**src/rtl/cpu_sram_bridge_pkg.sv**
```systemverilog
// bridge_pkg: shared definitions for the CPU sram-like to split-channel bus bridge.
//   - bridge_state_e : FSM state encoding (also exported on the debug port)
//   - SIZE_*         : CPU access-size codes (log2 of byte count)
//   - SRC_*          : request source identifiers used by the arbiter and RESP
//   - norm_size()    : folds the reserved size code 3 onto word
//   - gen_strb()     : byte-enable generation from size and low address bits
package bridge_pkg;

  typedef enum logic [2:0] {
    ST_IDLE    = 3'd0,
    ST_RD_REQ  = 3'd1,
    ST_RD_WAIT = 3'd2,
    ST_WR_REQ  = 3'd3,
    ST_WR_WAIT = 3'd4,
    ST_RESP    = 3'd5
  } bridge_state_e;

  localparam logic [1:0] SIZE_BYTE = 2'd0;
  localparam logic [1:0] SIZE_HALF = 2'd1;
  localparam logic [1:0] SIZE_WORD = 2'd2;

  localparam logic SRC_INST = 1'b0;
  localparam logic SRC_DATA = 1'b1;

  // Size code 3 has no meaning on the CPU side; treat it as a full word.
  function automatic logic [1:0] norm_size(input logic [1:0] size);
    norm_size = (size == 2'd3) ? SIZE_WORD : size;
  endfunction

  // Byte enables for a store. Halfword accesses are assumed aligned, so only
  // addr[1] selects the upper or lower half.
  function automatic logic [3:0] gen_strb(input logic [1:0] size,
                                          input logic [1:0] addr_lo);
    case (size)
      SIZE_BYTE: gen_strb = 4'b0001 << addr_lo;
      SIZE_HALF: gen_strb = 4'b0011 << {addr_lo[1], 1'b0};
      default:   gen_strb = 4'b1111;
    endcase
  endfunction

endpackage

```
**src/rtl/cpu_sram_bridge_if.sv**
```systemverilog
// cpu_sram_bridge_if: system-bus side of the bridge.
//   AR channel : ar_valid/ar_ready, ar_addr, ar_size (log2 bytes)
//   R channel  : r_valid, r_data (the bridge is always ready)
//   AW+W       : aw_valid/aw_ready, aw_addr, aw_size, w_data, w_strb
//   B channel  : b_valid (the bridge is always ready)
// Handshake rule: a transfer happens on a clock edge where valid and ready
// are both 1. Once valid is raised, the source keeps valid and all payload
// fields stable until that edge; ready may toggle freely. r_valid and b_valid
// carry no ready and are consumed only while a response is awaited.
// Modports: master = bridge, slave = memory/bus fabric.
interface cpu_sram_bridge_if #(
  parameter int ADDR_W = 32
) ();

  logic              ar_valid;
  logic              ar_ready;
  logic [ADDR_W-1:0] ar_addr;
  logic [2:0]        ar_size;

  logic              r_valid;
  logic [31:0]       r_data;

  logic              aw_valid;
  logic              aw_ready;
  logic [ADDR_W-1:0] aw_addr;
  logic [2:0]        aw_size;
  logic [31:0]       w_data;
  logic [3:0]        w_strb;

  logic              b_valid;

  modport master (
    output ar_valid, ar_addr, ar_size,
    output aw_valid, aw_addr, aw_size, w_data, w_strb,
    input  ar_ready, r_valid, r_data, aw_ready, b_valid
  );

  modport slave (
    input  ar_valid, ar_addr, ar_size,
    input  aw_valid, aw_addr, aw_size, w_data, w_strb,
    output ar_ready, r_valid, r_data, aw_ready, b_valid
  );

endinterface

```
**src/rtl/cpu_sram_bridge_arb.sv**
```systemverilog
// bridge_arb: chooses between instruction and data requests.
//   clk, reset : clock and synchronous active-high reset
//   inst_req   : instruction request pending
//   data_req   : data request pending
//   accept     : a request was accepted this cycle (updates round-robin state)
//   grant      : SRC_INST or SRC_DATA; meaningful only when a request is pending
// Configuration macro BRIDGE_RR_ARB_EN: when defined, priority alternates
// after every grant (last grant resets to inst, so data wins first). When
// undefined, data always beats inst.
module bridge_arb
  import bridge_pkg::*;
(
  input  logic clk,
  input  logic reset,
  input  logic inst_req,
  input  logic data_req,
  input  logic accept,
  output logic grant
);

`ifdef BRIDGE_RR_ARB_EN
  logic last_grant;

  always_ff @(posedge clk) begin
    if (reset) begin
      last_grant <= SRC_INST;
    end else if (accept) begin
      last_grant <= grant;
    end
  end

  // On contention the source that did not win last time is preferred.
  always_comb begin
    if (inst_req && data_req) begin
      grant = (last_grant == SRC_INST) ? SRC_DATA : SRC_INST;
    end else if (data_req) begin
      grant = SRC_DATA;
    end else begin
      grant = SRC_INST;
    end
  end
`else
  // Fixed priority needs no state; the sequencing inputs are intentionally idle.
  logic unused_arb_inputs;
  assign unused_arb_inputs = ^{clk, reset, accept, inst_req};

  always_comb begin
    grant = data_req ? SRC_DATA : SRC_INST;
  end
`endif

endmodule

```
**src/rtl/cpu_sram_bridge.sv**
```systemverilog
// cpu_sram_bridge: converts the CPU's instruction and data sram-like ports
// into one split-channel bus master with a single outstanding transaction.
//   clk, reset       : clock, synchronous active-high reset
//   inst_*           : instruction fetch request/response (read only)
//   data_*           : data load/store request/response
//   rdata            : read data shared by both sources, valid with data_ok
//   bus              : cpu_sram_bridge_if.master (AR/R, AW+W/B)
//   dbg_state        : current FSM state for observation
// Configuration macro BRIDGE_RR_ARB_EN selects round-robin arbitration in
// bridge_arb; the default build uses fixed data-over-inst priority.
// addr_ok is combinational and only ever asserted in IDLE, so accepting a
// request and reporting a completion never happen in the same cycle.
module cpu_sram_bridge
  import bridge_pkg::*;
#(
  parameter int ADDR_W = 32
) (
  input  logic                clk,
  input  logic                reset,

  input  logic                inst_req,
  input  logic [ADDR_W-1:0]   inst_addr,
  output logic                inst_addr_ok,
  output logic                inst_data_ok,

  input  logic                data_req,
  input  logic                data_wr,
  input  logic [1:0]          data_size,
  input  logic [ADDR_W-1:0]   data_addr,
  input  logic [31:0]         data_wdata,
  output logic                data_addr_ok,
  output logic                data_data_ok,

  output logic [31:0]         rdata,

  cpu_sram_bridge_if.master   bus,

  output bridge_state_e       dbg_state
);

  bridge_state_e     state_q;
  bridge_state_e     state_d;

  logic              grant;
  logic              accept;
  logic              idle_open;
  logic              acc_wr;

  // Transaction latched at acceptance, held until the response arrives.
  logic              src_q;
  logic              wr_q;
  logic [ADDR_W-1:0] addr_q;
  logic [1:0]        size_q;
  logic [31:0]       wdata_q;
  logic [3:0]        strb_q;
  logic [31:0]       rdata_q;

  logic [1:0]        data_size_n;

  bridge_arb u_arb (
    .clk      (clk),
    .reset    (reset),
    .inst_req (inst_req),
    .data_req (data_req),
    .accept   (accept),
    .grant    (grant)
  );

  // Acceptance window: IDLE only, and never while reset is asserted.
  assign idle_open    = (state_q == ST_IDLE) && !reset;
  assign inst_addr_ok = idle_open && inst_req && (grant == SRC_INST);
  assign data_addr_ok = idle_open && data_req && (grant == SRC_DATA);
  assign accept       = inst_addr_ok || data_addr_ok;
  assign acc_wr       = (grant == SRC_DATA) && data_wr;
  assign data_size_n  = norm_size(data_size);

  // ---------------- state register ----------------
  always_ff @(posedge clk) begin
    if (reset) begin
      state_q <= ST_IDLE;
    end else begin
      state_q <= state_d;
    end
  end

  // ---------------- next-state logic ----------------
  // r_valid/b_valid are looked at only in the WAIT states, so responses that
  // arrive at any other time (including left-overs from before a reset) are
  // dropped.
  always_comb begin
    state_d = state_q;
    unique case (state_q)
      ST_IDLE:    if (accept)       state_d = acc_wr ? ST_WR_REQ : ST_RD_REQ;
      ST_RD_REQ:  if (bus.ar_ready) state_d = ST_RD_WAIT;
      ST_RD_WAIT: if (bus.r_valid)  state_d = ST_RESP;
      ST_WR_REQ:  if (bus.aw_ready) state_d = ST_WR_WAIT;
      ST_WR_WAIT: if (bus.b_valid)  state_d = ST_RESP;
      ST_RESP:                      state_d = ST_IDLE;
      default:                      state_d = ST_IDLE;
    endcase
  end

  // ---------------- output logic ----------------
  always_comb begin
    bus.ar_valid = 1'b0;
    bus.aw_valid = 1'b0;
    inst_data_ok = 1'b0;
    data_data_ok = 1'b0;
    unique case (state_q)
      ST_RD_REQ: bus.ar_valid = 1'b1;
      ST_WR_REQ: bus.aw_valid = 1'b1;
      ST_RESP: begin
        if (src_q == SRC_DATA) begin
          data_data_ok = 1'b1;
        end else begin
          inst_data_ok = 1'b1;
        end
      end
      default: ;
    endcase
  end

  // ---------------- request latch ----------------
  // Cleared on reset so every bus payload output reads 0 afterwards. Byte
  // enables are computed once here rather than from live inputs so they stay
  // stable for the whole write handshake.
  always_ff @(posedge clk) begin
    if (reset) begin
      src_q   <= SRC_INST;
      wr_q    <= 1'b0;
      addr_q  <= '0;
      size_q  <= SIZE_BYTE;
      wdata_q <= '0;
      strb_q  <= '0;
    end else if (accept) begin
      if (grant == SRC_DATA) begin
        src_q   <= SRC_DATA;
        wr_q    <= data_wr;
        addr_q  <= data_addr;
        size_q  <= data_size_n;
        wdata_q <= data_wdata;
        strb_q  <= gen_strb(data_size_n, data_addr[1:0]);
      end else begin
        src_q   <= SRC_INST;
        wr_q    <= 1'b0;
        addr_q  <= inst_addr;
        size_q  <= SIZE_WORD;
        wdata_q <= '0;
        strb_q  <= 4'b1111;
      end
    end
  end

  // ---------------- read data ----------------
  always_ff @(posedge clk) begin
    if (reset) begin
      rdata_q <= '0;
    end else if ((state_q == ST_RD_WAIT) && bus.r_valid) begin
      rdata_q <= bus.r_data;
    end
  end

  // wr_q steers the FSM only at acceptance time via acc_wr; it is kept in the
  // latch so the transaction record is complete for debug.
  logic unused_wr_q;
  assign unused_wr_q = wr_q;

  assign rdata       = rdata_q;
  assign bus.ar_addr = addr_q;
  assign bus.ar_size = {1'b0, size_q};
  assign bus.aw_addr = addr_q;
  assign bus.aw_size = {1'b0, size_q};
  assign bus.w_data  = wdata_q;
  assign bus.w_strb  = strb_q;
  assign dbg_state   = state_q;

endmodule

```
**src/flat_wrapper.sv**
```systemverilog
// flat-port wrapper written by rule: the top's interface ports become plain ports
module cpu_sram_bridge_flat import bridge_pkg::*;
#(
  parameter int ADDR_W = 32
)
  (clk, reset, inst_req, inst_addr, inst_addr_ok, inst_data_ok, data_req, data_wr, data_size, data_addr, data_wdata, data_addr_ok, data_data_ok, rdata, dbg_state, bus_ar_valid, bus_ar_addr, bus_ar_size, bus_aw_valid, bus_aw_addr, bus_aw_size, bus_w_data, bus_w_strb, bus_ar_ready, bus_r_valid, bus_r_data, bus_aw_ready, bus_b_valid);
  cpu_sram_bridge_if #(.ADDR_W(ADDR_W)) bus_i ();
  input  logic clk;
  input  logic reset;
  input  logic inst_req;
  input  logic [ADDR_W-1:0] inst_addr;
  output logic inst_addr_ok;
  output logic inst_data_ok;
  input  logic data_req;
  input  logic data_wr;
  input  logic [1:0] data_size;
  input  logic [ADDR_W-1:0] data_addr;
  input  logic [31:0] data_wdata;
  output logic data_addr_ok;
  output logic data_data_ok;
  output logic [31:0] rdata;
  output bridge_state_e dbg_state;
  output wire logic [$bits(bus_i.ar_valid)-1:0] bus_ar_valid;
  output wire logic [$bits(bus_i.ar_addr)-1:0] bus_ar_addr;
  output wire logic [$bits(bus_i.ar_size)-1:0] bus_ar_size;
  output wire logic [$bits(bus_i.aw_valid)-1:0] bus_aw_valid;
  output wire logic [$bits(bus_i.aw_addr)-1:0] bus_aw_addr;
  output wire logic [$bits(bus_i.aw_size)-1:0] bus_aw_size;
  output wire logic [$bits(bus_i.w_data)-1:0] bus_w_data;
  output wire logic [$bits(bus_i.w_strb)-1:0] bus_w_strb;
  input wire logic [$bits(bus_i.ar_ready)-1:0] bus_ar_ready;
  input wire logic [$bits(bus_i.r_valid)-1:0] bus_r_valid;
  input wire logic [$bits(bus_i.r_data)-1:0] bus_r_data;
  input wire logic [$bits(bus_i.aw_ready)-1:0] bus_aw_ready;
  input wire logic [$bits(bus_i.b_valid)-1:0] bus_b_valid;
  assign bus_ar_valid = bus_i.ar_valid;
  assign bus_ar_addr = bus_i.ar_addr;
  assign bus_ar_size = bus_i.ar_size;
  assign bus_aw_valid = bus_i.aw_valid;
  assign bus_aw_addr = bus_i.aw_addr;
  assign bus_aw_size = bus_i.aw_size;
  assign bus_w_data = bus_i.w_data;
  assign bus_w_strb = bus_i.w_strb;
  assign bus_i.ar_ready = bus_ar_ready;
  assign bus_i.r_valid = bus_r_valid;
  assign bus_i.r_data = bus_r_data;
  assign bus_i.aw_ready = bus_aw_ready;
  assign bus_i.b_valid = bus_b_valid;
  cpu_sram_bridge #(.ADDR_W(ADDR_W)) u_core (.clk(clk), .reset(reset), .inst_req(inst_req), .inst_addr(inst_addr), .inst_addr_ok(inst_addr_ok), .inst_data_ok(inst_data_ok), .data_req(data_req), .data_wr(data_wr), .data_size(data_size), .data_addr(data_addr), .data_wdata(data_wdata), .data_addr_ok(data_addr_ok), .data_data_ok(data_data_ok), .rdata(rdata), .bus(bus_i), .dbg_state(dbg_state));
endmodule
```
**config.mk**
```make
export PLATFORM = sky130hd
export DESIGN_NAME = cpu_sram_bridge_flat
export DESIGN_NICKNAME = d
export VERILOG_FILES = /design/src/rtl/cpu_sram_bridge_pkg.sv /design/src/rtl/cpu_sram_bridge_if.sv /design/src/rtl/cpu_sram_bridge_arb.sv /design/src/rtl/cpu_sram_bridge.sv /design/src/flat_wrapper.sv
export SDC_FILE = /design/constraint.sdc
export NUM_CORES = 1
export LEC_CHECK = 0
export ABC_CLOCK_PERIOD_IN_PS = 1890
export CORE_UTILIZATION = 28
export CTS_CLUSTER_SIZE = 16
export DETAILED_ROUTE_END_ITERATION = 10
export GPL_ROUTABILITY_DRIVEN = 0
export PLACE_DENSITY = 0.66
export RECOVER_POWER = 50
export SLEW_MARGIN = 25
export SYNTH_ARGS = -nofsm -noshare
export SYNTH_HDL_FRONTEND = slang
export SYNTH_SLANG_ARGS = --single-unit
```
**constraint.sdc**
```tcl
create_clock -name clk -period 1.89 [get_ports clk]
set_input_delay 0.378 -clock clk [delete_from_list [all_inputs] [get_ports clk]]
set_output_delay 0.378 -clock clk [all_outputs]
set_load 0.005 [all_outputs]
```
== Yosys cells after proc, flatten, opt, wreduce, memory -nomap -nowiden ==
Cells that the tools add are included.

* Eq/ne operators: 12
* Shift-type cells: 2
* Mux-type cells: 21
* Bitwise gates (word level): 1
* Reduce and logical (&&, ||, !) cells: 12

{| class="wikitable"
|+ Operators with widths
! cell !! number
|-
| two-way mux 32 bit || 2
|-
| two-way mux 3 bit || 5
|-
| one-hot mux 3 bit (5 select lines) || 1
|-
| two-way mux 1 bit || 8
|-
| != test 2 bit (second input constant) || 4
|-
| one-hot mux 4 bit (2 select lines) || 1
|-
| logical AND 1 bit || 7
|-
| equality test 3 x 2 -> 1 bit (second input constant) || 2
|-
| equality test 3 bit (second input constant) || 2
|-
| two-way mux 2 bit || 3
|-
| AND reduction 5 bit || 1
|-
| two-way mux 4 bit || 1
|-
| left shift 1 x 2 -> 4 bit (first input constant) || 1
|-
| left shift 2 x 2 -> 4 bit (first input constant) || 1
|-
| equality test 3 x 1 -> 1 bit (second input constant) || 1
|-
| zero test 3 bit || 1
|-
| equality test 2 x 1 -> 1 bit (second input constant) || 1
|-
| equality test 2 bit (second input constant) || 1
|-
| zero test 2 bit || 1
|-
| != test 2 x 1 -> 1 bit (second input constant) || 1
|-
| zero test 1 bit || 1
|-
| logical OR 1 bit || 1
|-
| inverter 1 bit || 1
|}

* Flip-flop bits (word level): 106
* Input bits: 139

== Logic depth before layout (Yosys ltp) ==
* Depth after elaboration: 7
* Depth in mapped cells: 6
* Gate-level depth less buffers: 3

== Modules after synthesis ==
From an unflattened synthesis, not the netlist that was laid out.

* Cells, all modules: 507
* Area, all modules: 4621.9 sq um

{| class="wikitable"
|+ Modules (own cells, without submodules)
! module !! instances !! cells each !! area each (sq um) !! seq. area each (sq um)
|-
| cpu_sram_bridge || 1 || 506 || 4614.4 || 2122.0
|-
| bridge_arb || 1 || 1 || 7.5 || 0.0
|}

== Least setup slack after synthesis ==
Ideal clock, no wire load.

* Kind: register to output
* Start point: register u_core.state_q[1], in the netlist u_core.dbg_state[1]
* End point: output port inst_addr_ok
* Arrival: 1471 ps
* Required time: 1512 ps
* Path slack: 41 ps
* Stages on the path, launching flop included: 6
* Buffers on the path: 3
* Path through: dfxtp_1 buf_2 or4_4 buf_6 buf_6 nor3b_1

* Longest elaborated chain between the ends: 4

{| class="wikitable"
|+ RTL lines
! what !! RTL line !! source
|-
| from (decl) || cpu_sram_bridge.sv:41 || <nowiki>bridge_state_e state_q;</nowiki>
|-
| from (signal assigned) || cpu_sram_bridge.sv:82 || <nowiki>state_q <= state_d;</nowiki>
|-
| zero test 3 bit || cpu_sram_bridge.sv:70 || <nowiki>assign idle_open = (state_q == ST_IDLE) && !reset;</nowiki>
|-
| logical AND 1 bit || cpu_sram_bridge.sv:70 ||
|-
| logical AND 1 bit (2 in a row) || cpu_sram_bridge.sv:71 || <nowiki>assign inst_addr_ok = idle_open && inst_req && (grant == SRC_INST);</nowiki>
|-
| to (decl) || flat_wrapper.sv:12 || <nowiki>output logic inst_addr_ok;</nowiki>
|}

Every way passes these cells.

== Final worst setup path ==
Ends and elaborated chain as after synthesis.

==> metrics.md <==
| Metric | Value |
|---|---|
| Status | `completed` |
| DRC | `0` |
| Routed vias/inst | `4.784` |
| Post-route minimum period | `1884 ps` |
| Max Freq | `0.5309 GHz` |
| Via count | `4,779` |
| Critical path capture point type | `output pin` |
| Final hold viol count | `0` |
| Initial Utilization | `28.57%` |
| Critical Path Source Type | `register` |
| Mapped Cells | `542` |
| Std-Cell Rows | `47` |
| Multiplexer share of the synthesized area | `7.236%` |
| Vias in the first global route | `4,565` |
| Number of max-cap violations | `0` |
| WL per Instance | `15.96 um` |
| Setup repair after global routing missed its margin | `yes` |
| Unique cell type count in the Yosys netlist | `40` |
| Fin area | `0.007915 mm^2` |
| Worst-path clk slew | `70 ps` |
| VDD IR-drop max | `0.4045 mV` |
| CTS tree | `yes` |
| FF+latch count, synth | `106` |
| FF+latch area | `0.002126 mm^2` |
| Post-Synth XOR/XNOR Area | `0%` |
| Die Span Y | `131.8 um` |
| Placed Area | `0.007550 mm^2` |
| DP Cell Count | `978` |
| Min Hold Slack | `453.2 ps` |
| Die W | `131.8 um` |
| 1st-iter DRT viols | `232` |
| Rel. slew slack | `40.26%` |
| Core Util, Final | `47.90%` |
| Required @ worst endpoint | `1510 ps` |
| Total grt overflow | `0` |
| Area of the core | `0.01652 mm^2` |
| Setup CP Type | `reg2out` |
| Hpwl dp | `11.04 mm` |
| Die area | `0.01738 mm^2` |
| Num ports | `286` |
| Crit path launch | `u_core.dbg_state[1]` |
| CTS sink cnt | `106` |
| Diode count | `0` |
| Largest family of logic cells by synthesized area | `compound AO/OA/AOI/OAI gates` |
| R2R Path Start | `u_core.dbg_state[1]` |
| Layout Cells excl Fill | `999` |
| Pwr/cell area | `850.5 mW/mm^2` |
| Setup skew after layout | `7.563 ps` |
| Hold-fix buffers, CTS | `0` |
| Power, Total | `6.731 mW` |
| Placement Setup Slack | `-166.8 ps` |
| Fin Setup TNS | `0 ps` |
| Hold path start | `u_core.rdata[10]` |
| Clock Latency Late Sink | `350 ps` |
| Final Cycle Share | `99.66%` |
| Sequential share of the synthesized area | `44.95%` |
| Hold Path Class | `reg2reg` |
| Compound-Gate Fraction of Synth Area | `22.05%` |
| First-pass GRT wire length | `25.34 mm` |
| Buffers on Ports | `283` |
| Crit path DAT | `1510 ps` |
| Syn. warnings | `0` |
| Simple-gate share of the synthesized area | `13.97%` |
| LEAKAGE | `2.798 nW` |
| Final setup vio count | `0` |
| Layout area overhead | `67.66%` |
| CTS root buf | `clkbuf_16` |
| Post-Syn Area | `0.004721 mm^2` |
| H-Tree Depth | `3` |
| Fillers | `1,620` |
| Gr usage total | `18.29%` |
| Routed wire length | `15.95 mm` |
| Antenna violations before repair | `0` |
| Nets | `913` |
| Worst Path Max Fanout | `2` |
| Proportion of layout cells with a drive suffix above 1 | `8.472%` |
| Area occupied by multi-input gates | `0.002096 mm^2` |
| TritonRoute pass-1 iters | `4` |
| Synthesized area per cell | `8.710 um^2` |
| Largest net degree at the start of global routing | `81` |
| Antenna-violating nets left | `0` |
| Max Buffers Root-to-Sink | `2` |
| Worst-margin pin slew | `896.1 ps` |
| Num CTS Buffers | `9` |
| Post-Synth Adder-Cell Area | `0%` |
| Max-slew violations | `0` |
| Final setup margin | `6.472 ps` |
-- cell usage in the layout, fill, tap and decap left out, types with 2 or more instances in the layout --
| cell | count |
|---|---|
| o21ai_0 | 29 |
| dfxtp_2 | 3 |
| nand2b_1 | 2 |
| buf_4 | 20 |
| dlygate4sd2_1 | 3 |
| a311oi_1 | 4 |
| o21ai_1 | 7 |
| nor2_2 | 3 |
| nand3_1 | 2 |
| nand4_1 | 32 |
| nor3_1 | 2 |
| dfxtp_1 | 103 |
| clkinv_2 | 2 |
| nor3b_1 | 2 |
| clkbuf_8 | 2 |
| clkdlybuf4s15_2 | 2 |
| buf_12 | 7 |
| buf_6 | 3 |
| clkbuf_16 | 9 |
| a21oi_1 | 103 |
| inv_1 | 2 |
| a211oi_1 | 33 |
| mux2i_1 | 33 |
| conb_1 | 2 |
| nor2b_1 | 2 |
| clkdlybuf4s50_1 | 273 |
| nand2_1 | 68 |
-- per-layer routing --
| layer | track usage [%] | vias to the layer above | wire length, um | share of wire [%] |
|---|---|---|---|---|
| met4 | 6.395 | 0 | 272 | 1.7 |
| met3 | 5.882 | 17 | 1240 | 7.8 |
| met5 | 0 | - | 0 | 0 |
| met2 | 30.72 | 200 | 7674 | 48 |
| met1 | 21.88 | 2186 | 6757 | 42 |
| li1 | - | 2376 | - | - |
-- Yosys cell counts --
| library cell | number | area (um^2) |
|---|---|---|
| dfxtp_1 | 106 | 2122 |
| a21oi_1 | 103 | 515.5 |
| nand2_1 | 68 | 255.2 |
| buf_4 | 39 | 292.8 |
| clkbuf_1 | 39 | 146.4 |
| a211oi_1 | 33 | 247.7 |
| mux2i_1 | 33 | 330.3 |
| nand4_1 | 32 | 200.2 |
| o21ai_0 | 29 | 145.1 |
| buf_6 | 7 | 78.83 |
| o21ai_1 | 7 | 35.03 |
| a311oi_1 | 4 | 35.03 |
| buf_2 | 4 | 20.02 |
| nor3b_1 | 3 | 22.52 |
| nor4b_1 | 3 | 26.28 |
| buf_1 | 2 | 7.510 |
| inv_1 | 2 | 7.510 |
| nand2b_1 | 2 | 12.51 |
| nand3_1 | 2 | 10.01 |
| nor2_1 | 2 | 7.510 |
| nor2b_1 | 2 | 12.51 |
| nor3_1 | 2 | 10.01 |
| a2111oi_0 | 1 | 8.760 |
| a21bo_2 | 1 | 10.01 |
| a21boi_0 | 1 | 7.510 |
| a31o_2 | 1 | 8.760 |
| a32o_1 | 1 | 10.01 |
| and3_1 | 1 | 6.260 |
| and4b_1 | 1 | 10.01 |
| conb_1 | 1 | 3.750 |
| mux2_2 | 1 | 11.26 |
| nand4bb_1 | 1 | 11.26 |
| nor2_2 | 1 | 6.260 |
| nor2_8 | 1 | 20.02 |
| nor4_4 | 1 | 21.27 |
| nor4bb_1 | 1 | 10.01 |
| o21ba_2 | 1 | 10.01 |
| o21bai_1 | 1 | 7.510 |
| or2_2 | 1 | 6.260 |
| or4_4 | 1 | 11.26 |
-- repair_timing --
item                                    4_1_cts  5_1_grt
setup buffers                                 4        1
gates resized for setup                      22       10
cloned                                        0        0
pin swaps                                     1        2
endpoints found under the setup margin        9        6
-- layout make-up --
| class | count | area share (%) |
|---|---|---|
| Tap cell | 220 | 3.478 |
| Clock buffer | 12 | 3.241 |
| Inverter | 2 | 0.09485 |
| Multi-Input combinational cell | 344 | 26.48 |
| Timing Repair Buffer | 311 | 39.52 |
| Sequential cell | 106 | 26.86 |
| Clock inverter | 4 | 0.3320 |
-- registers in the layout, summed over array words and instances, names as in the netlist --
signal,flops
u_core.src_q,1
u_core.rdata,32
u_core.dbg_state,3
u_core.bus.ar_addr,32
u_core.size_q,2
u_core.bus.w_data,32
u_core.bus.w_strb,4
-- path summary, 6_finish.rpt --
path                             to  slack (ps)  cells after the start
max                    inst_addr_ok           6                      3
min                u_core.rdata[10]         450                      2
max reg2reg  u_core.bus.ar_addr[29]         130                      6
min reg2reg        u_core.rdata[10]         450                      2
-- logic make-up (layout without fill, tap and decap cells) --
| family | Yosys count | in the layout |
|---|---|---|
| AND/OR/NAND/NOR | 125 | 125 |
| other | 1 | 2 |
| AO/OA/AOI/OAI | 183 | 183 |
| multiplexers | 34 | 34 |
| flip-flops | 106 | 106 |
| buffers and inverters | 93 | 329 |
-- where the power goes --
part / switching (mW) / internal (mW)
sequential: 0.174 / 2.48
clock: 0.858 / 0.966
combinational: 0.943 / 1.31
-- worst max-delay path, stage by stage (launching register included) --
cell and delay, ps:
dfxtp_2 330, or4_4 530, nor3b_2 180, buf_2 130
No activity file was read; power rests on OpenSTA's default activity.
